### src/rtl/fetch_unit.sv
// Instruction-fetch stage: issues in-order imem requests, buffers returned
// instructions with their PCs, and presents one per cycle to decode.
module fetch_unit #(
  parameter logic [63:0] RESET_PC        = 64'h0,
  parameter int          QDEPTH          = 4,
  parameter int          MAX_OUTSTANDING = 2
) (
  input  logic        clk,
  input  logic        rst,
  input  logic        Stall_F,
  input  logic        Redirect_E,
  input  logic [63:0] PCTarget_E,
  output logic        imem_req_valid,
  input  logic        imem_req_ready,
  output logic [63:0] imem_req_addr,
  input  logic        imem_resp_valid,
  input  logic [31:0] imem_resp_data,
  output logic [63:0] PC_F,
  output logic [31:0] Instr_F,
  output logic        Valid_F
);

  localparam int AW = $clog2(QDEPTH);
  localparam int CW = $clog2(QDEPTH + 1);
  localparam int OW = $clog2(MAX_OUTSTANDING + 1);
  localparam int SW = CW + OW + 1;
  localparam logic [31:0] NOP = 32'h00000013;

  logic [63:0]   req_pc;
  logic [63:0]   resp_pc;
  logic [63:0]   pc_q    [QDEPTH];
  logic [31:0]   instr_q [QDEPTH];
  logic [AW-1:0] rd_ptr;
  logic [AW-1:0] wr_ptr;
  logic [CW-1:0] count;
  logic [OW-1:0] outstanding;
  logic [OW-1:0] drop_cnt;
  logic [SW-1:0] credit_used;
  logic [63:0]   target_pc;
  logic          empty;
  logic          fire;
  logic          push;
  logic          pop;

  // Credits count queue slots plus every in-flight request that will be kept,
  // so a returning response always has a free slot waiting for it.
  assign credit_used    = SW'(outstanding) - SW'(drop_cnt) + SW'(count);
  assign imem_req_valid = !rst && !Redirect_E
                          && (outstanding < OW'(MAX_OUTSTANDING))
                          && (credit_used < SW'(QDEPTH));
  assign imem_req_addr  = req_pc;
  assign fire           = imem_req_valid && imem_req_ready;

  assign empty     = (count == '0);
  assign push      = imem_resp_valid && !Redirect_E && (drop_cnt == '0);
  assign pop       = !empty && !Stall_F && !Redirect_E;
  assign target_pc = PCTarget_E & ~64'h3;

  assign Valid_F = !empty;
  assign PC_F    = empty ? 64'h0 : pc_q[rd_ptr];
  assign Instr_F = empty ? NOP : instr_q[rd_ptr];

  always_ff @(posedge clk) begin
    if (rst) begin
      req_pc      <= RESET_PC;
      resp_pc     <= RESET_PC;
      rd_ptr      <= '0;
      wr_ptr      <= '0;
      count       <= '0;
      outstanding <= '0;
      drop_cnt    <= '0;
    end else begin
      outstanding <= outstanding + OW'(fire) - OW'(imem_resp_valid);
      if (Redirect_E) begin
        // Everything still in flight after this cycle belongs to the old path.
        req_pc   <= target_pc;
        resp_pc  <= target_pc;
        rd_ptr   <= '0;
        wr_ptr   <= '0;
        count    <= '0;
        drop_cnt <= outstanding - OW'(imem_resp_valid);
      end else begin
        if (fire) req_pc <= req_pc + 64'd4;
        if (imem_resp_valid && (drop_cnt != '0)) drop_cnt <= drop_cnt - OW'(1);
        if (push) begin
          resp_pc <= resp_pc + 64'd4;
          wr_ptr  <= wr_ptr + AW'(1);
        end
        if (pop) rd_ptr <= rd_ptr + AW'(1);
        count <= count + CW'(push) - CW'(pop);
      end
    end
  end

  always_ff @(posedge clk) begin
    if (!rst && push) begin
      pc_q[wr_ptr]    <= resp_pc;
      instr_q[wr_ptr] <= imem_resp_data;
    end
  end

  always_ff @(posedge clk) begin
    if (!rst) begin
      assert (!(push && (count == CW'(QDEPTH))));
      assert (!(imem_resp_valid && (outstanding == '0)));
    end
  end

endmodule

### config.mk
export PLATFORM = sky130hd
export DESIGN_NAME = fetch_unit
export DESIGN_NICKNAME = d
export VERILOG_FILES = /design/src/rtl/fetch_unit.sv
export SDC_FILE = /design/constraint.sdc
export NUM_CORES = 1
export LEC_CHECK = 0
export CORE_ASPECT_RATIO = 0.6
export CORE_MARGIN = 4
export CORE_UTILIZATION = 53
export CTS_CLUSTER_SIZE = 30
export DETAILED_ROUTE_END_ITERATION = 7
export PLACE_DENSITY_LB_ADDON = 0.1
export SLEW_MARGIN = 20
export SYNTH_ARGS = -nofsm -noshare
export SYNTH_HDL_FRONTEND = slang
export SYNTH_SLANG_ARGS = --single-unit
### constraint.sdc
create_clock -name clk -period 4.9 [get_ports clk]
set_clock_uncertainty 0.1 [all_clocks]
set_input_delay 0.735 -clock clk [delete_from_list [all_inputs] [get_ports clk]]
set_output_delay 0.735 -clock clk [all_outputs]
set_load 0.01 [all_outputs]
After elaboration in Yosys (flattened, before gate mapping)
Memories as Yosys holds them, arrays and structs flattened. A register that Yosys moved wholly into a read port is not among the register bits. Index checks and enable logic that the tools add are counted.

Add/sub/neg operators: 12. $lt $le $gt $ge: 2. Muxes and demuxes: 14. Reductions and logical operators: 21.

Operators with widths (count): 64-bit 2-to-1 mux (5); 64-bit by 3-bit adder with 64-bit output (second input constant) (2); 32-bit 2-to-1 mux (1); 2-bit 2-to-1 mux (6); 1-bit logical AND (10); 2-bit nonzero test (4); 6-bit by 3-bit < comparator with 1-bit output (second input constant) (1); 3-bit by 4-bit adder with 5-bit output (1); 2-bit by 1-bit adder with 2-bit output (second input constant) (2); 1-bit logical NOT (4); 2-bit by 1-bit subtractor with 2-bit output (2); 3-bit by 1-bit adder with 3-bit output (1); 3-bit logical NOT (1); 2-bit by 2-bit subtractor with 3-bit output (1); 3-bit by 1-bit subtractor with 3-bit output (1); 2-bit by 1-bit adder with 2-bit output (1); 2-bit logical NOT (1); 2-bit < comparator (second input constant) (1); 1-bit 2-to-1 mux (2); 2-bit OR reduction (1); 2-bit by 1-bit subtractor with 2-bit output (second input constant) (1).

Bits in registers: 139. RAM bits: 384. Input port bits: 102. Output and inout port bits: 162. Logic and storage cells: 60. Memories kept: 2.

Memories: pc_q (words 4, width 64, rd ports 1, clocked after memory_dff 1, wr ports 1, RTL line 31) `logic [63:0] pc_q [QDEPTH];`; instr_q (words 4, width 32, rd ports 1, clocked after memory_dff 1, wr ports 1, RTL line 32) `logic [31:0] instr_q [QDEPTH];`.

Depth between registers and ports, before layout
Word-level depth: 7. Gate-level depth with buffers: 17. Mapped depth without buffers: 14.

Worst setup path before layout
No wires, ideal clock.

Path kind: in2reg. Start: in imem_resp_valid. End: mem instr_q[0][0] (enable). Arrival time: 3.538 ns. Data required time: 4.336 ns. Slack: 0.798 ns. Cell stages on the path: 3. Path through: and2_0 clkbuf_1 and3_1.

Word-level cells in the longest chain between the ends: 5.

Ends and longest elaborated chain: start: declaration (RTL line 16) `input logic imem_resp_valid,`; 1-bit logical AND (2 in a row) (RTL line 55) `assign push = imem_resp_valid && !Redirect_E && (drop_cnt == '0);`; 1-bit logical AND (RTL line 96) `if (!rst && push) begin`; 1-bit 2-to-1 mux (RTL line 96); 1-bit 2-to-1 mux (implied by the code) (RTL line 98) `instr_q[wr_ptr] <= imem_resp_data;`; end: declaration (RTL line 32).

Every way passes these cells.

Worst setup path in the final report
Start: reg outstanding[0]. End: out imem_req_valid.

Word-level cells in the longest chain between the ends: 4.

Ends and longest elaborated chain: start: declaration (RTL line 36) `logic [OW-1:0] outstanding;`; start signal: assignment (RTL line 73) `outstanding <= outstanding + OW'(fire) - OW'(imem_resp_valid);`; 2-bit by 2-bit subtractor with 3-bit output (RTL line 47) `assign credit_used = SW'(outstanding) - SW'(drop_cnt) + SW'(count);`; 3-bit by 4-bit adder with 5-bit output (RTL line 47); 6-bit by 3-bit < comparator with 1-bit output (RTL line 50) `&& (credit_used < SW'(QDEPTH));`; 1-bit logical AND (*) (RTL line 50); end: declaration (RTL line 13) `output logic imem_req_valid,`.

Mark *: on every way between the ends. The rest lies on a longest branch, timed or not.

==> metrics.csv <==
metric,value,unit
outcome,"finished, final reports clean",
viasPerCell,6.02,
crit_path_top_delay_cell,clkdlybuf4s50_1,
grtUsageTotal,25.5,%
drc,0,
rows,57,
syn_area,22200,µm²
holdCritPathClass,flop to flop,
cts.path.max_buffers,3,
crit_end,imem_req_valid,
cp_data_arrival_time,3.62,ns
rr_worst_depth,14,
drt_iter0_markers,1603,
grt_max_degree,71,
ys_ff_latch,513,
critPathTopFamily,adder cells,
p_per_area,343,nW/µm²
ys_top_cells_by_count,"376 x edfxtp_1, 137 x dfxtp_1, 115 x nand2_1",
htreeDepth,2,
initial_core_util,54.2,%
max_slew_margin,18.4,%
reg2reg_from,outstanding[0],
seq_area_frac_synth,63.3,%
grt_pass1_wl,88.5,mm
fin_setup_tns,0,ns
synth-edff-count,376,
dieWidth,272,µm
grt.overflow.total,0,
cts_setup_buffers,0,
postCtsHoldBufs,0,
antenna_found_initial,2,
cp-end-kind,output pin,
rrSetupSlack,0.94,ns
synth-warning-count,0,
ys_top_cells_by_area,"edfxtp_1 51%, dfxtp_1 12%, mux4_2 9.6%",
cp_cell_sequence,"inv_1, ha_1, fa_1, ha_1, nor4b_1, a211oi_1, nor4b_1, buf_4, clkdlybuf4s50_1",
syn-mean-instance-area,13.7,µm²
port-buffer-count,257,
dieArea,45200,µm²
leakagePower,0.00848,µW
cap_viol_max_count,0,
vias,14800,
yosysUniqueCellTypes,72,
ys_dominant_reg_cell,edfxtp_1,
placedCellCount,2368,
wl_per_cell,23.7,µm
cp-startpoint,outstanding[0],
timing.hold.ws,0.405,ns
grt_pass1_vias,14000,
final_nets,1976,
clock_sinks,513,
synth_top_area_cell,edfxtp_1,
core,40900,µm²
timing_worst_setup_path_type,flop to output pin,
final-max-slew-violation-count,0,
path_max_fanout,5,
place_ws,1.00,ns
numCtsBuffers,46,
drive_gt1_share,12.0,%
postSynthCellCount,1616,
crit_cells,9,
setup_ws,0.443,ns
worst_pin_slew,1.21,ns
setup_viol,0,
synth_top_area_share,51.0,%
clkLatencyLatePin,0.57,ns
final_core_utilization,65.6,%
ios,264,
timing.rr.end,imem_req_addr[58],
synth_most_common_cell,edfxtp_1,
gp_congestion,0.911,
hold_viol,0,
die_h,166,µm
syn_to_final_growth,21.1,%
cp.required,4.07,ns
hpwlAfterDp,39.6,mm
cts-resized-gates,0,
worst_ir_drop_vdd,230,µV
cp_num_buf_inv,3,
synth-async-reset-ratio,0,%
min_period,4.46,ns
cp-start-kind,flop,
clockRootBuffer,clkbuf_16,
max_freq,224,MHz
ant_nets,0,
rsz0062_at_grt,false,
drt_wl_total,58.3,mm
cts_tree,done,
fin_crit_sh,91.0,%
final_cells,2456,
slowest_delay,0.54,ns
clkSlewWorstSetupHoldPaths,0.07,ns
dr.pass1.iters,5,
-- metrics by stage --
stage | power (µW) | cell area, µm²
after floorplan | 5320 | 22200
after global placement | 5700 | 25400
after detailed placement | 5720 | 25400
after CTS | 9240 | 26800
after global routing | 9520 | 26800
final | 9190 | 26800
-- flip-flops by register name (all words and copies together) (netlist names), named ones only --
| name | flops |
|---|---|
| wr_ptr | 2 |
| instr_q | 128 |
| count | 3 |
| rd_ptr | 2 |
| drop_cnt | 2 |
| outstanding | 2 |
| resp_pc | 62 |
| imem_req_addr | 62 |
| pc_q | 248 |
-- worst min-delay path: cells and delay by family, from the launching register on --
kind               cells  cell delay (ns)
AOI/OAI and AO/OA      1             0.05
DFF                    1             0.34
and+or+nand+nor        1             0.07
-- metal layers --
| layer | GRT usage [%] | part of all wire [%] | up-vias |
|---|---|---|---|
| met1 | 40.6 | 45 | 7386 |
| met4 | 4.92 | 1.6 | 0 |
| met2 | 36.4 | 43 | 681 |
| li1 | - | - | 6664 |
| met3 | 5.37 | 9.7 | 65 |
| met5 | 0 | 0 | - |
-- report_power, final --
group          leakage (µW)  switching [µW]  internal (µW)  total (µW)
clock              0.000706            1580           1970        3550
sequential          0.00457             160           4760        4920
combinational       0.00320             369            347         716
total               0.00848            2110           7080        9190
-- worst min path at each step --
stage / start / end / slack (ns) / cells past startpoint
2_1_floorplan: resp_pc[14] / pc_q[0][14] / 0.36 / 0
5_1_grt: wr_ptr[1] / wr_ptr[1] / 0.43 / 2
3_5_place_dp: wr_ptr[1] / wr_ptr[1] / 0.40 / 2
4_1_cts: wr_ptr[1] / wr_ptr[1] / 0.40 / 2
6_report: wr_ptr[1] / wr_ptr[1] / 0.41 / 2
3_3_place_gp: wr_ptr[1] / wr_ptr[1] / 0.38 / 2
-- cell type report --
| type | instances | area [µm²] |
|---|---|---|
| tap | 560 | 701 |
| clock inverter | 16 | 156 |
| multi-input combinational | 977 | 7620 |
| sequential | 513 | 14000 |
| inverter | 34 | 129 |
| fill | 3006 | 14000 |
| timing repair buffer | 284 | 2860 |
| antenna | 2 | 5.00 |
| clock buffer | 70 | 1310 |
-- placed cells by master, fill, tap and decap left out, types with 5 or more instances in the layout --
cell type	netlist	routed
a211oi_1	18	18
a21boi_0	13	13
a21boi_1	7	7
a21o_1	6	6
a21oi_1	53	53
a22oi_1	8	8
a31oi_1	37	37
and2_1	101	101
and3_1	22	18
and4_1	11	11
buf_12	0	7
buf_4	7	21
clkbuf_1	67	18
clkbuf_16	0	47
clkbuf_8	0	5
clkdlybuf4s50_1	0	255
clkinv_2	0	7
dfxtp_1	137	135
edfxtp_1	376	376
ha_1	16	16
inv_1	33	32
mux4_2	94	94
nand2_1	115	115
nand3_1	56	56
nand4_1	41	41
nor2_1	86	86
nor3_1	34	34
nor4_1	24	24
nor4_2	6	6
o211ai_1	8	8
o21ai_0	20	20
o22ai_1	13	13
o311ai_0	6	6
or2_2	11	11
or3_1	17	17
or4_1	8	8
xnor2_1	71	71
xor2_1	11	11
-- logic make-up after synthesis --
family | Yosys count | share of synthesized area [%]
compound gates | 213 | 6.33
xor+xnor | 82 | 3.24
buf+inv | 129 | 2.38
mux | 99 | 9.79
other cells | 1 | 0.0169
flops | 513 | 63.3
fa+ha+maj | 18 | 1.08
simple gates | 561 | 13.8
No activity file was read; power rests on OpenSTA's default activity.
